===== config.mk =====
export PLATFORM = sky130hd
export DESIGN_NAME = snn_psum_accumulator
export DESIGN_NICKNAME = d
export VERILOG_FILES = /design/src/rtl/snn_psum_accumulator.sv
export SDC_FILE = /design/constraint.sdc
export NUM_CORES = 1
export LEC_CHECK = 0
export CORE_MARGIN = 8
export CORE_UTILIZATION = 62
export CTS_BUF_LIST = sky130_fd_sc_hd__clkbuf_8
export CTS_CLUSTER_SIZE = 8
export DETAILED_ROUTE_END_ITERATION = 12
export HOLD_SLACK_MARGIN = 0.05
export PLACE_DENSITY = 0.82
export SYNTH_ARGS = -nofsm -noshare
export SYNTH_HDL_FRONTEND = slang
export SYNTH_SLANG_ARGS = --single-unit

===== constraint.sdc =====
create_clock -name clk -period 7.3 [get_ports clk]
set_input_delay 1.825 -clock clk [delete_from_list [all_inputs] [get_ports clk]]
set_output_delay 1.825 -clock clk [all_outputs]
set_load 0.02 [all_outputs]

===== src/rtl/snn_psum_accumulator.sv =====
// ============================================================================
// snn_psum_accumulator : per-channel saturating partial-sum accumulator with
// threshold-compare dump port and a one-entry output register.
// Revision: 1.0
// ============================================================================
`default_nettype none

module snn_psum_accumulator #(
  parameter int NCH        = 4,
  parameter int DW         = 8,
  parameter int AW         = 16,
  parameter int THRESH     = 64,
  parameter int RESET_MODE = 0,
  localparam int CW        = (NCH > 1) ? $clog2(NCH) : 1
) (
  input  logic          clk,
  input  logic          rst_n,
  input  logic          in_valid,
  output logic          in_ready,
  input  logic [CW-1:0] in_chan,
  input  logic [DW-1:0] in_data,
  input  logic          clr_valid,
  output logic          clr_ready,
  input  logic [CW-1:0] clr_chan,
  output logic          out_valid,
  input  logic          out_ready,
  output logic [CW-1:0] out_chan,
  output logic [AW-1:0] out_data,
  output logic          out_spike,
  output logic          out_sat
);

  localparam logic signed [AW-1:0] C_THRESH = AW'(THRESH);
  localparam logic signed [AW-1:0] C_MAX    = {1'b0, {(AW-1){1'b1}}};
  localparam logic signed [AW-1:0] C_MIN    = {1'b1, {(AW-1){1'b0}}};

  logic                 w_in_fire;
  logic                 w_clr_fire;
  logic signed [AW-1:0] w_acc   [NCH];
  logic                 w_sat   [NCH];
  logic                 w_spike [NCH];

  // Ready signals follow rst_n directly so they are held low during reset.
  assign in_ready   = rst_n;
  assign clr_ready  = rst_n & (~out_valid | out_ready);
  assign w_in_fire  = in_valid & in_ready;
  assign w_clr_fire = clr_valid & clr_ready;

  for (genvar c = 0; c < NCH; c++) begin : g_ch
    localparam logic [CW-1:0] C_IDX = CW'(c);

    logic signed [AW-1:0] r_acc;
    logic                 r_sat;
    logic                 w_in_hit;
    logic                 w_clr_hit;
    logic signed [AW-1:0] w_resid;
    logic signed [AW-1:0] w_base;
    logic        [AW:0]   w_sum;
    logic                 w_ovf;
    logic signed [AW-1:0] w_clamped;

    assign w_in_hit   = w_in_fire  && (in_chan  == C_IDX);
    assign w_clr_hit  = w_clr_fire && (clr_chan == C_IDX);
    assign w_spike[c] = (r_acc >= C_THRESH);
    assign w_resid    = (RESET_MODE == 1 && w_spike[c]) ? (r_acc - C_THRESH) : '0;
    // A colliding input adds onto the post-dump residual, not the old value.
    assign w_base     = w_clr_hit ? w_resid : r_acc;
    assign w_sum      = {w_base[AW-1], w_base} + {{(AW+1-DW){in_data[DW-1]}}, in_data};
    assign w_ovf      = w_sum[AW] ^ w_sum[AW-1];
    assign w_clamped  = w_ovf ? (w_sum[AW] ? C_MIN : C_MAX) : w_sum[AW-1:0];

    always_ff @(posedge clk or negedge rst_n) begin
      if (!rst_n) begin
        r_acc <= '0;
        r_sat <= 1'b0;
      end else if (w_in_hit) begin
        r_acc <= w_clamped;
        r_sat <= w_clr_hit ? w_ovf : (r_sat | w_ovf);
      end else if (w_clr_hit) begin
        r_acc <= w_resid;
        r_sat <= 1'b0;
      end
    end

    assign w_acc[c] = r_acc;
    assign w_sat[c] = r_sat;
  end

  logic                 w_sel_ok;
  logic signed [AW-1:0] w_sel_acc;
  logic                 w_sel_sat;
  logic                 w_sel_spike;

  always_comb begin
    w_sel_ok    = 1'b0;
    w_sel_acc   = '0;
    w_sel_sat   = 1'b0;
    w_sel_spike = 1'b0;
    for (int c = 0; c < NCH; c++) begin
      if (clr_chan == CW'(c)) begin
        w_sel_ok    = 1'b1;
        w_sel_acc   = w_acc[c];
        w_sel_sat   = w_sat[c];
        w_sel_spike = w_spike[c];
      end
    end
  end

  // Out-of-range dumps complete the handshake but load nothing.
  always_ff @(posedge clk or negedge rst_n) begin
    if (!rst_n) begin
      out_valid <= 1'b0;
      out_chan  <= '0;
      out_data  <= '0;
      out_spike <= 1'b0;
      out_sat   <= 1'b0;
    end else if (w_clr_fire && w_sel_ok) begin
      out_valid <= 1'b1;
      out_chan  <= clr_chan;
      out_data  <= w_sel_acc;
      out_spike <= w_sel_spike;
      out_sat   <= w_sel_sat;
    end else if (out_ready) begin
      out_valid <= 1'b0;
    end
  end

endmodule

`default_nettype wire


==> Word level (Yosys, flattened, before mapping) <==
Index checks and enable logic that the tools add are counted.
{ "classes": {"addsub": 4, "mux": 46, "bitwise_logic": 13, "n_reduce_logical": 16, "n_eq_ne": 6, "magnitude_cmp": 4} }
{ "ops": {"columns": ["operator", "n"], "rows": [
  ["$mux W16", 20],
  ["$add A16 B8 Y17", 4],
  ["$ge A16 B8 Y1 const B", 4],
  ["$mux W1", 26],
  ["$reduce_bool A2 Y1", 5],
  ["$logic_and A1 B1 Y1", 9],
  ["$eq A2 B2 Y1 const B", 4],
  ["$or A1 B1 Y1", 5],
  ["$eq A2 B1 Y1 const B", 2],
  ["$logic_not A2 Y1", 2],
  ["$xor A1 B1 Y1", 4],
  ["$and A1 B1 Y1", 3],
  ["$not A1 Y1", 1]
]} }
{ "word_totals": {"output_inout_bits": 23, "input_bits": 17, "register_bits": 89, "elab_cells": 102} }

==> Longest topological paths before layout <==
Gate-level depths: netlist of the first run.
{ "depth": {"depth_word": 11, "ltp_mapped": 19, "ltp_nobuf": 16} }

==> Worst setup path before layout of the first run <==
No wires, ideal clock.
{ "synth_timing": {"kind": "input -> register", "start": "in out_ready", "end": "reg g_ch[1].r_acc[12]", "arrival_ns": 5.162, "setup_slack_ns": 2.005, "n_path_buf": 3, "setup_ns": 0.133, "required_time_ns": 7.167, "stages": 17, "cell_sequence": "nand2b_1 > and3_1 > clkbuf_1 > nand2_1 > or2_2 > clkbuf_1 > clkbuf_1 > and2_1 > ha_1 > a2111oi_0 > o21ai_0 > a31oi_1 > a2111oi_0 > a211o_1 > or2_2 > a21boi_0 > o21ai_0"} }
{ "synth_between": {"elab_chain_len": 9, "elab_cells_between_ends": 10, "cone_classes": "1 x add/sub; 4 x mux; 4 x bitwise; 1 x reduce/logical"} }
{ "synth_rtl": {"columns": ["element", "line", "rtl"], "rows": [
  ["start, declared", "26", "input logic out_ready,"],
  ["$or A1 B1 Y1 *", "45", "assign clr_ready = rst_n & (~out_valid | out_ready);"],
  ["$and A1 B1 Y1 *", "45", null],
  ["$and A1 B1 Y1 *", "47", "assign w_clr_fire = clr_valid & clr_ready;"],
  ["$logic_and A1 B1 Y1 *", "63", "assign w_clr_hit = w_clr_fire && (clr_chan == C_IDX);"],
  ["$mux W16 *", null, null],
  ["$add A16 B8 Y17", "68", "assign w_sum = {w_base[AW-1], w_base} + {{(AW+1-DW){in_data[DW-1]}}, in_data};"],
  ["$mux W16 / $xor A1 B1 Y1 (equally long branches)", "70, 69", null],
  ["$mux W16", "70", "assign w_clamped = w_ovf ? (w_sum[AW] ? C_MIN : C_MAX) : w_sum[AW-1:0];"],
  ["$mux W16 *", "76", "end else if (w_in_hit) begin"],
  ["end signal, assigned", "77", "r_acc <= w_clamped;"],
  ["end signal, assigned", "80", "r_acc <= w_resid;"],
  ["end, declared", "52", "logic signed [AW-1:0] r_acc;"]
]} }
Mark *: on every way between the ends. The rest lies on a longest branch, timed or not.
A chain may end at the register's enable or synchronous reset.

==> Final worst setup path of the first run <==
{ "layout_timing": {"start": "in clr_chan[1]", "end": "reg g_ch[3].r_acc[7]"} }
{ "layout_between": {"elab_chain_len": 7, "elab_cells_between_ends": 8, "cone_classes": "1 x add/sub; 1 x eq/ne; 4 x mux; 1 x bitwise; 1 x reduce/logical"} }
{ "layout_rtl": {"columns": ["element", "line", "rtl"], "rows": [
  ["start, declared", "24", "input logic [CW-1:0] clr_chan,"],
  ["$eq A2 B2 Y1 *", "63", null],
  ["$logic_and A1 B1 Y1 *", "63", null],
  ["$mux W16 *", "67", "assign w_base = w_clr_hit ? w_resid : r_acc;"],
  ["$add A16 B8 Y17", "68", null],
  ["$mux W16 / $xor A1 B1 Y1 (equally long branches)", "70, 69", null],
  ["$mux W16", "70", null],
  ["$mux W16 *", "76", null],
  ["end signal, assigned", "77", null],
  ["end signal, assigned", "80", null],
  ["end, declared", "52", null]
]} }
Marked as above.

==> results of run 1 <==
[critical path, delay by kind of cell]
family | cells | cell delay [ps]
xor+xnor | 1 | 410
simple gates | 3 | 1260
compound gates | 5 | 1060
mux | 1 | 270
fa+ha+maj | 1 | 300
buf+inv | 2 | 970
[kinds of logic after synthesis]
family,count (synthesis),share of synthesized area [%]
simple gates,314,19.4
xor+xnor,45,5.06
flops,89,28.1
compound gates,303,25.8
fa+ha+maj,77,12.3
mux,22,5.52
buf+inv,69,3.88
[final cells by class]
class	count	area, um2
Clock inverter	5	25.0
Fill cell	1023	4000
Timing Repair Buffer	50	470
Multi-Input combinational cell	761	5400
Inverter	25	93.8
Clock buffer	10	138
Sequential cell	89	2230
Tap cell	172	215
[Yosys cell counts (all sizes together) (6+ instances only)]
| master | n | area [um2] |
|---|---|---|
| nand2 | 116 | 438 |
| dfrtp | 89 | 2230 |
| o21ai | 73 | 373 |
| a21oi | 67 | 335 |
| and2 | 65 | 409 |
| ha | 64 | 801 |
| nor2 | 54 | 203 |
| clkbuf | 30 | 134 |
| a21o | 27 | 205 |
| xnor2 | 26 | 228 |
| inv | 25 | 93.8 |
| o2bb2ai | 23 | 201 |
| a22o | 22 | 193 |
| xor2 | 19 | 174 |
| mux4 | 17 | 383 |
| buf | 14 | 80.1 |
| nor2b | 14 | 87.6 |
| nand2b | 12 | 75.1 |
| o21a | 12 | 90.1 |
| a31oi | 11 | 68.8 |
| nor3 | 11 | 55.1 |
| maj3 | 9 | 92.6 |
| a211oi | 8 | 60.1 |
| and3 | 8 | 51.3 |
| o21bai | 7 | 52.6 |
| or2 | 7 | 43.8 |
| nor4 | 6 | 37.5 |
[state kept, by name, indices dropped and copies added (netlist names)]
name        count
out_valid       1
g_ch.r_acc     64
out_data       16
out_sat         1
out_spike       1
out_chan        2
g_ch.r_sat      4
[how the worst max path moves through the flow]
stage / end / from
final: g_ch[3].r_acc[7] / clr_chan[1]
after global routing: g_ch[3].r_acc[7] / out_ready
after CTS: g_ch[2].r_sat / out_ready
after detailed placement: g_ch[2].r_sat / out_ready
after global placement: g_ch[2].r_sat / out_ready
after floorplan: g_ch[1].r_acc[12] / out_ready
[metal layers]
metal | global-route usage (%) | routed length [um] | up-vias
li1 | - | - | 3413
met1 | 33.3 | 9010 | 3345
met2 | 40.7 | 9430 | 279
met3 | 4.72 | 1570 | 66
met4 | 11.2 | 804 | 0
met5 | 0 | 0 | -
[per-stage QoR]
stage,setup WS (ps),cell area (um2),total power [uW]
global placement,1230,8400,3280
finish,1440,8570,3670
CTS,1530,8570,3640
global route,1180,8570,3980
floorplan,2000,7930,2760
detailed placement,1160,8400,3330
[where the power goes]
group / leakage [uW] / total, uW / switching [uW] / internal (uW)
logic: 0.00268 / 2470 / 1360 / 1110
clock network: 0.0000905 / 295 / 167 / 128
registers: 0.00115 / 909 / 201 / 708
total: 0.00392 / 3670 / 1730 / 1940
[placed cells by master, fill, tap and decap left out, types with 5 or more instances in the layout]
cell type | netlist | layout
and2_1 | 63 | 63
nand2b_1 | 12 | 12
nor2b_1 | 14 | 14
buf_4 | 1 | 12
xnor2_1 | 26 | 26
clkdlybuf4s50_1 | 0 | 38
and3_1 | 7 | 7
nor2_1 | 54 | 54
o2bb2ai_1 | 23 | 23
o22ai_1 | 5 | 5
a22o_1 | 22 | 22
maj3_1 | 7 | 7
a31oi_1 | 11 | 11
or2_2 | 6 | 6
inv_1 | 25 | 27
o21a_1 | 12 | 12
nand2_1 | 115 | 115
xor2_1 | 18 | 18
nor4_1 | 6 | 6
nand3b_1 | 5 | 5
clkbuf_8 | 2 | 10
ha_1 | 64 | 64
a21o_1 | 25 | 25
o21ai_0 | 69 | 69
mux4_2 | 17 | 17
nor3_1 | 11 | 11
o2111ai_1 | 5 | 5
a211oi_1 | 8 | 8
a21oi_1 | 67 | 67
dfrtp_1 | 89 | 89
o21bai_1 | 7 | 7
==> run_results.csv, run 1 <==
group,metric,value,unit
sta,slew_headroom,26.0,%
run,cap_violations,0,
outcome,status,"finished, final reports clean",
clock_network,cts.sinks,89,
yosys,syn_avg_cell_area,8.63,um2
worst_setup_path,slowest_delay,870,ps
placement,place_hpwl,16000,um
clock_network,cts_setup_buffers,0,
placement,place_congestion,0.954,
worst_setup_path,r2r-start,"out_valid",
detailed_routing,wl,20800,um
power,power_density,429,nW/um2
worst_setup_path,end_kind,"flip-flop",
final_layout,finish.utilization,68.2,%
detailed_routing,post_drt_wl_per_cell,18.7,um
worst_setup_path,crit_chain,"clkdlybuf4s50_1 > nand3_1 > nand2_1 > inv_1 > ha_1 > a211o_1 > a21oi_1 > a21oi_1 > a41oi_2 > xor2_2 > or2_1 > a21boi_1 > mux2_2",
clock_network,clockBufferDepth,2,
sta,clock_skew,8.80,ps
worst_setup_path,rrSetupSlack,3050,ps
placement,dp_cells,1097,
sta,holdWs,479,ps
clock_network,numCtsBuffers,9,
final_layout,layout.nets,1021,
worst_setup_path,start_kind,"input port",
detailed_routing,first_pass_iters,5,
yosys,syn-instance-count,919,
sta,drv_slew,0,
worst_setup_path,worstPathMaxFanout,17,
yosys,synth_cell_types,77,
floorplan,die_area,16700,um2
floorplan,coreArea,12600,um2
hold_path,worstHoldStart,"out_data[10]",
worst_setup_path,slowest_stage,"clkdlybuf4s50_1",
clock_network,htree_levels,3,
clock_network,holdBufCountCts,0,
sta,setup_violations,0,
floorplan,die_x,129,um
worst_setup_path,r2r-end,"g_ch[3].r_acc[7]",
yosys,syn-num-nets,1004,
detailed_routing,ant_nets,0,
clock_network,root_buffer,"clkbuf_8",
yosys,synth-edff-count,0,
yosys,synth_flop_cell,"dfrtp_1",
clock_network,clkTransAtPathRegs,80,ps
detailed_routing,drt_iter0_drc,591,
floorplan,fp.dieH,129,um
worst_setup_path,path_class,"in2reg",
global_routing,grtUsageTotal,25.6,%
final_layout,diodes,0,
sta,period_share,80.3,%
sta,fmax,171,MHz
final_layout,syn2layout_area_growth,8.00,%
hold_path,min_path_type,"reg2reg",
worst_setup_path,worstPathRequired,7540,ps
worst_setup_path,arrival,6110,ps
floorplan,initial_core_util,63.1,%
power,ir_drop,203,uV
global_routing,grt_max_degree,55,
sta,finalCriticalPeriod,5860,ps
detailed_routing,vias,7103,
hold_path,hold_depth,2,
yosys,seq_area_frac_synth,28.1,%
global_routing,antenna_found_initial,0,
clock_network,ctsResizeCount,0,
clock_network,cts_tree,"built",
yosys,synth_seq_cells,89,
clock_network,clkLatencyLatePin,360,ps
final_layout,fin_cells,1112,
placement,port_buffers,39,
sta,rsz0062_at_grt,"false",
detailed_routing,drc,0,
sta,finalSetupTns,0,ps
sta,hold_violations,0,
final_layout,drive_gt1_share,7.45,%
detailed_routing,viasPerCell,6.39,
power,leakage,0.00392,uW
floorplan,io_pins,40,
yosys,async_flop_share,100,%
yosys,synth-warning-count,0,
global_routing,grt_pass1_wl,34100,um
yosys,netlist_area,7930,um2
global_routing,overflow,0,
floorplan,rows,41,
sta,tightest_slew,1110,ps
hold_path,holdPathEnd,"out_data[10]",
global_routing,grt_pass1_vias,6800,
worst_setup_path,reg2reg_depth,15,
worst_setup_path,cpMostUsedCell,"a21oi_1",
(Power assumes the default switching activity.)
==> run 2: changes to the inputs <==
clock period = 6.1 ns   (was 7.3 ns; I/O delays follow)
==> run_results.csv, run 2 (synthesized netlist as in run 1, its figures left out) <==
group,metric,value,unit
hold_path,hold_depth,2,
sta,rsz0062_at_grt,"false",
clock_network,clkTransAtPathRegs,90,ps
sta,finalSetupTns,0,ps
sta,hold_violations,0,
sta,drv_slew,0,
final_layout,fin_cells,1114,
final_layout,layout.nets,1022,
worst_setup_path,end_kind,"flip-flop",
global_routing,antenna_found_initial,0,
clock_network,cts.sinks,89,
final_layout,fillers,1018,
clock_network,clkLatencyLatePin,370,ps
detailed_routing,vias,7181,
final_layout,syn2layout_area_growth,8.44,%
placement,port_buffers,39,
final_layout,diodes,0,
sta,setup_violations,0,
sta,period_share,91.5,%
sta,fmax,179,MHz
worst_setup_path,worstPathRequired,6390,ps
global_routing,grtUsageTotal,25.6,%
final_layout,largest_register_ffs,64,
final_layout,final_cell_mix,"nand2_1, dfrtp_1, o21ai_0",
clock_network,htree_levels,3,
sta,finalCriticalPeriod,5580,ps
final_layout,mostFrequentLayoutCell,"nand2_1",
worst_setup_path,rrSetupSlack,1740,ps
detailed_routing,first_pass_iters,6,
global_routing,overflow,0,
worst_setup_path,start_kind,"input port",
run,cap_violations,0,
worst_setup_path,slowest_delay,760,ps
worst_setup_path,reg2reg_depth,14,
floorplan,rows,41,
power,leakage,0.00394,uW
global_routing,grt_pass1_vias,6751,
clock_network,cts_tree,"built",
worst_setup_path,crit_chain,"clkdlybuf4s50_1 > nand2b_1 > and2_1 > nand2_1 > or3_1 > and2_1 > ha_1 > a2111oi_0 > o21ai_0 > a41oi_1 > o21ai_0 > xnor2_1 > nor2_1 > nor2_1 > o2bb2ai_1",
floorplan,fp.dieH,129,um
worst_setup_path,r2r-end,"g_ch[0].r_acc[2]",
clock_network,holdBufCountCts,0,
floorplan,coreArea,12600,um2
clock_network,ctsResizeCount,0,
final_layout,regMostFlops,"g_ch.r_acc",
floorplan,die_area,16700,um2
power,power_density,517,nW/um2
hold_path,min_path_type,"reg2reg",
detailed_routing,drc,0,
placement,place_congestion,0.937,
sta,tightest_slew,1000,ps
placement,place_hpwl,16000,um
detailed_routing,wl,20900,um
worst_setup_path,path_class,"in2reg",
clock_network,root_buffer,"clkbuf_8",
placement,dpl_worst_slack,255,ps
power,ir_drop,227,uV
final_layout,drive_gt1_share,7.43,%
floorplan,io_pins,40,
clock_network,clockBufferDepth,2,
detailed_routing,ant_nets,0,
global_routing,grt_pass1_wl,34100,um
hold_path,holdPathEnd,"out_data[15]",
detailed_routing,drt_iter0_drc,558,
worst_setup_path,slowest_stage,"nor2_1",
final_layout,reg_top3,"g_ch.r_acc x64, out_data x16, g_ch.r_sat x4",
sta,timing.final.ws_setup,519,ps
sta,clock_skew,10.1,ps
clock_network,numCtsBuffers,9,
floorplan,die_x,129,um
clock_network,cts_setup_buffers,0,
detailed_routing,viasPerCell,6.45,
placement,dp_cells,1098,
sta,slew_headroom,32.8,%
detailed_routing,post_drt_wl_per_cell,18.8,um
worst_setup_path,arrival,5870,ps
outcome,status,"finished, final reports clean",
global_routing,grt_max_degree,58,
worst_setup_path,worstPathMaxFanout,18,
worst_setup_path,r2r-start,"out_valid",
hold_path,worstHoldStart,"out_data[15]",
floorplan,initial_core_util,63.1,%
==> run 2: cell count changes in the layout (fill, tap and decap cells not counted), sizes merged <==
cell and delta:
buf +1, clkinv -2, inv +2, bufinv +1
==> run 2: metal layers <==
layer	vias to the layer above	global-route usage [%]	part of all wire, %
li1	3407	-	-
met1	3415	33.7	43
met2	297	41.4	46
met3	62	3.49	7.7
met4	0	11.1	3.7
met5	-	0	0
==> run 2: final cells by class <==
class | count | area, um2 | share of cell area [%]
sequential | 89 | 2230 | 25.9
tap | 172 | 215 | 2.50
clock buffer | 10 | 138 | 1.60
inverter | 25 | 93.8 | 1.09
timing repair buffer | 51 | 478 | 5.56
multi-input combinational | 761 | 5400 | 62.7
clock inverter | 6 | 52.6 | 0.611
==> run 2: worst max-delay path by stage <==
| stage | from | endpoint | slack [ps] | cells after the start |
|---|---|---|---|---|
| after detailed placement | out_ready | g_ch[0].r_acc[2] | 250 | 15 |
| final | out_ready | g_ch[0].r_acc[2] | 520 | 15 |
| after floorplan | out_ready | g_ch[1].r_acc[12] | 1100 | 17 |
| after CTS | out_ready | g_ch[0].r_acc[4] | 610 | 15 |
| after global routing | out_ready | g_ch[0].r_acc[11] | 70 | 15 |
| after global placement | out_ready | g_ch[2].r_sat | 380 | 15 |
==> run 2: stage by stage <==
step           power [uW]  hold WS [ps]  util [%]  cell area [um2]
2_1_floorplan        3300           444         -             7930
3_3_place_gp         3930           457      66.9             8410
3_5_place_dp         3990           461      66.9             8410
4_1_cts              4400           482      68.4             8600
5_1_grt              4810           507      68.4             8600
6_report             4440           477      68.4             8600
==> run 2: worst max-delay path: cells and delay by family <==
family                     cells  cell delay (ps)
and+or+nand+nor                7             2120
adders and majority gates      1              340
buffers and inverters          1              440
AOI/OAI and AO/OA              5             1210
xor gates and xnor gates       1              220
==> run 2: where the power goes <==
part | switching (uW) | leakage [uW] | total [uW] | internal [uW]
Clock | 209 | 0.000107 | 404 | 195
Sequential | 248 | 0.00115 | 1090 | 847
Combinational | 1620 | 0.00269 | 2950 | 1320
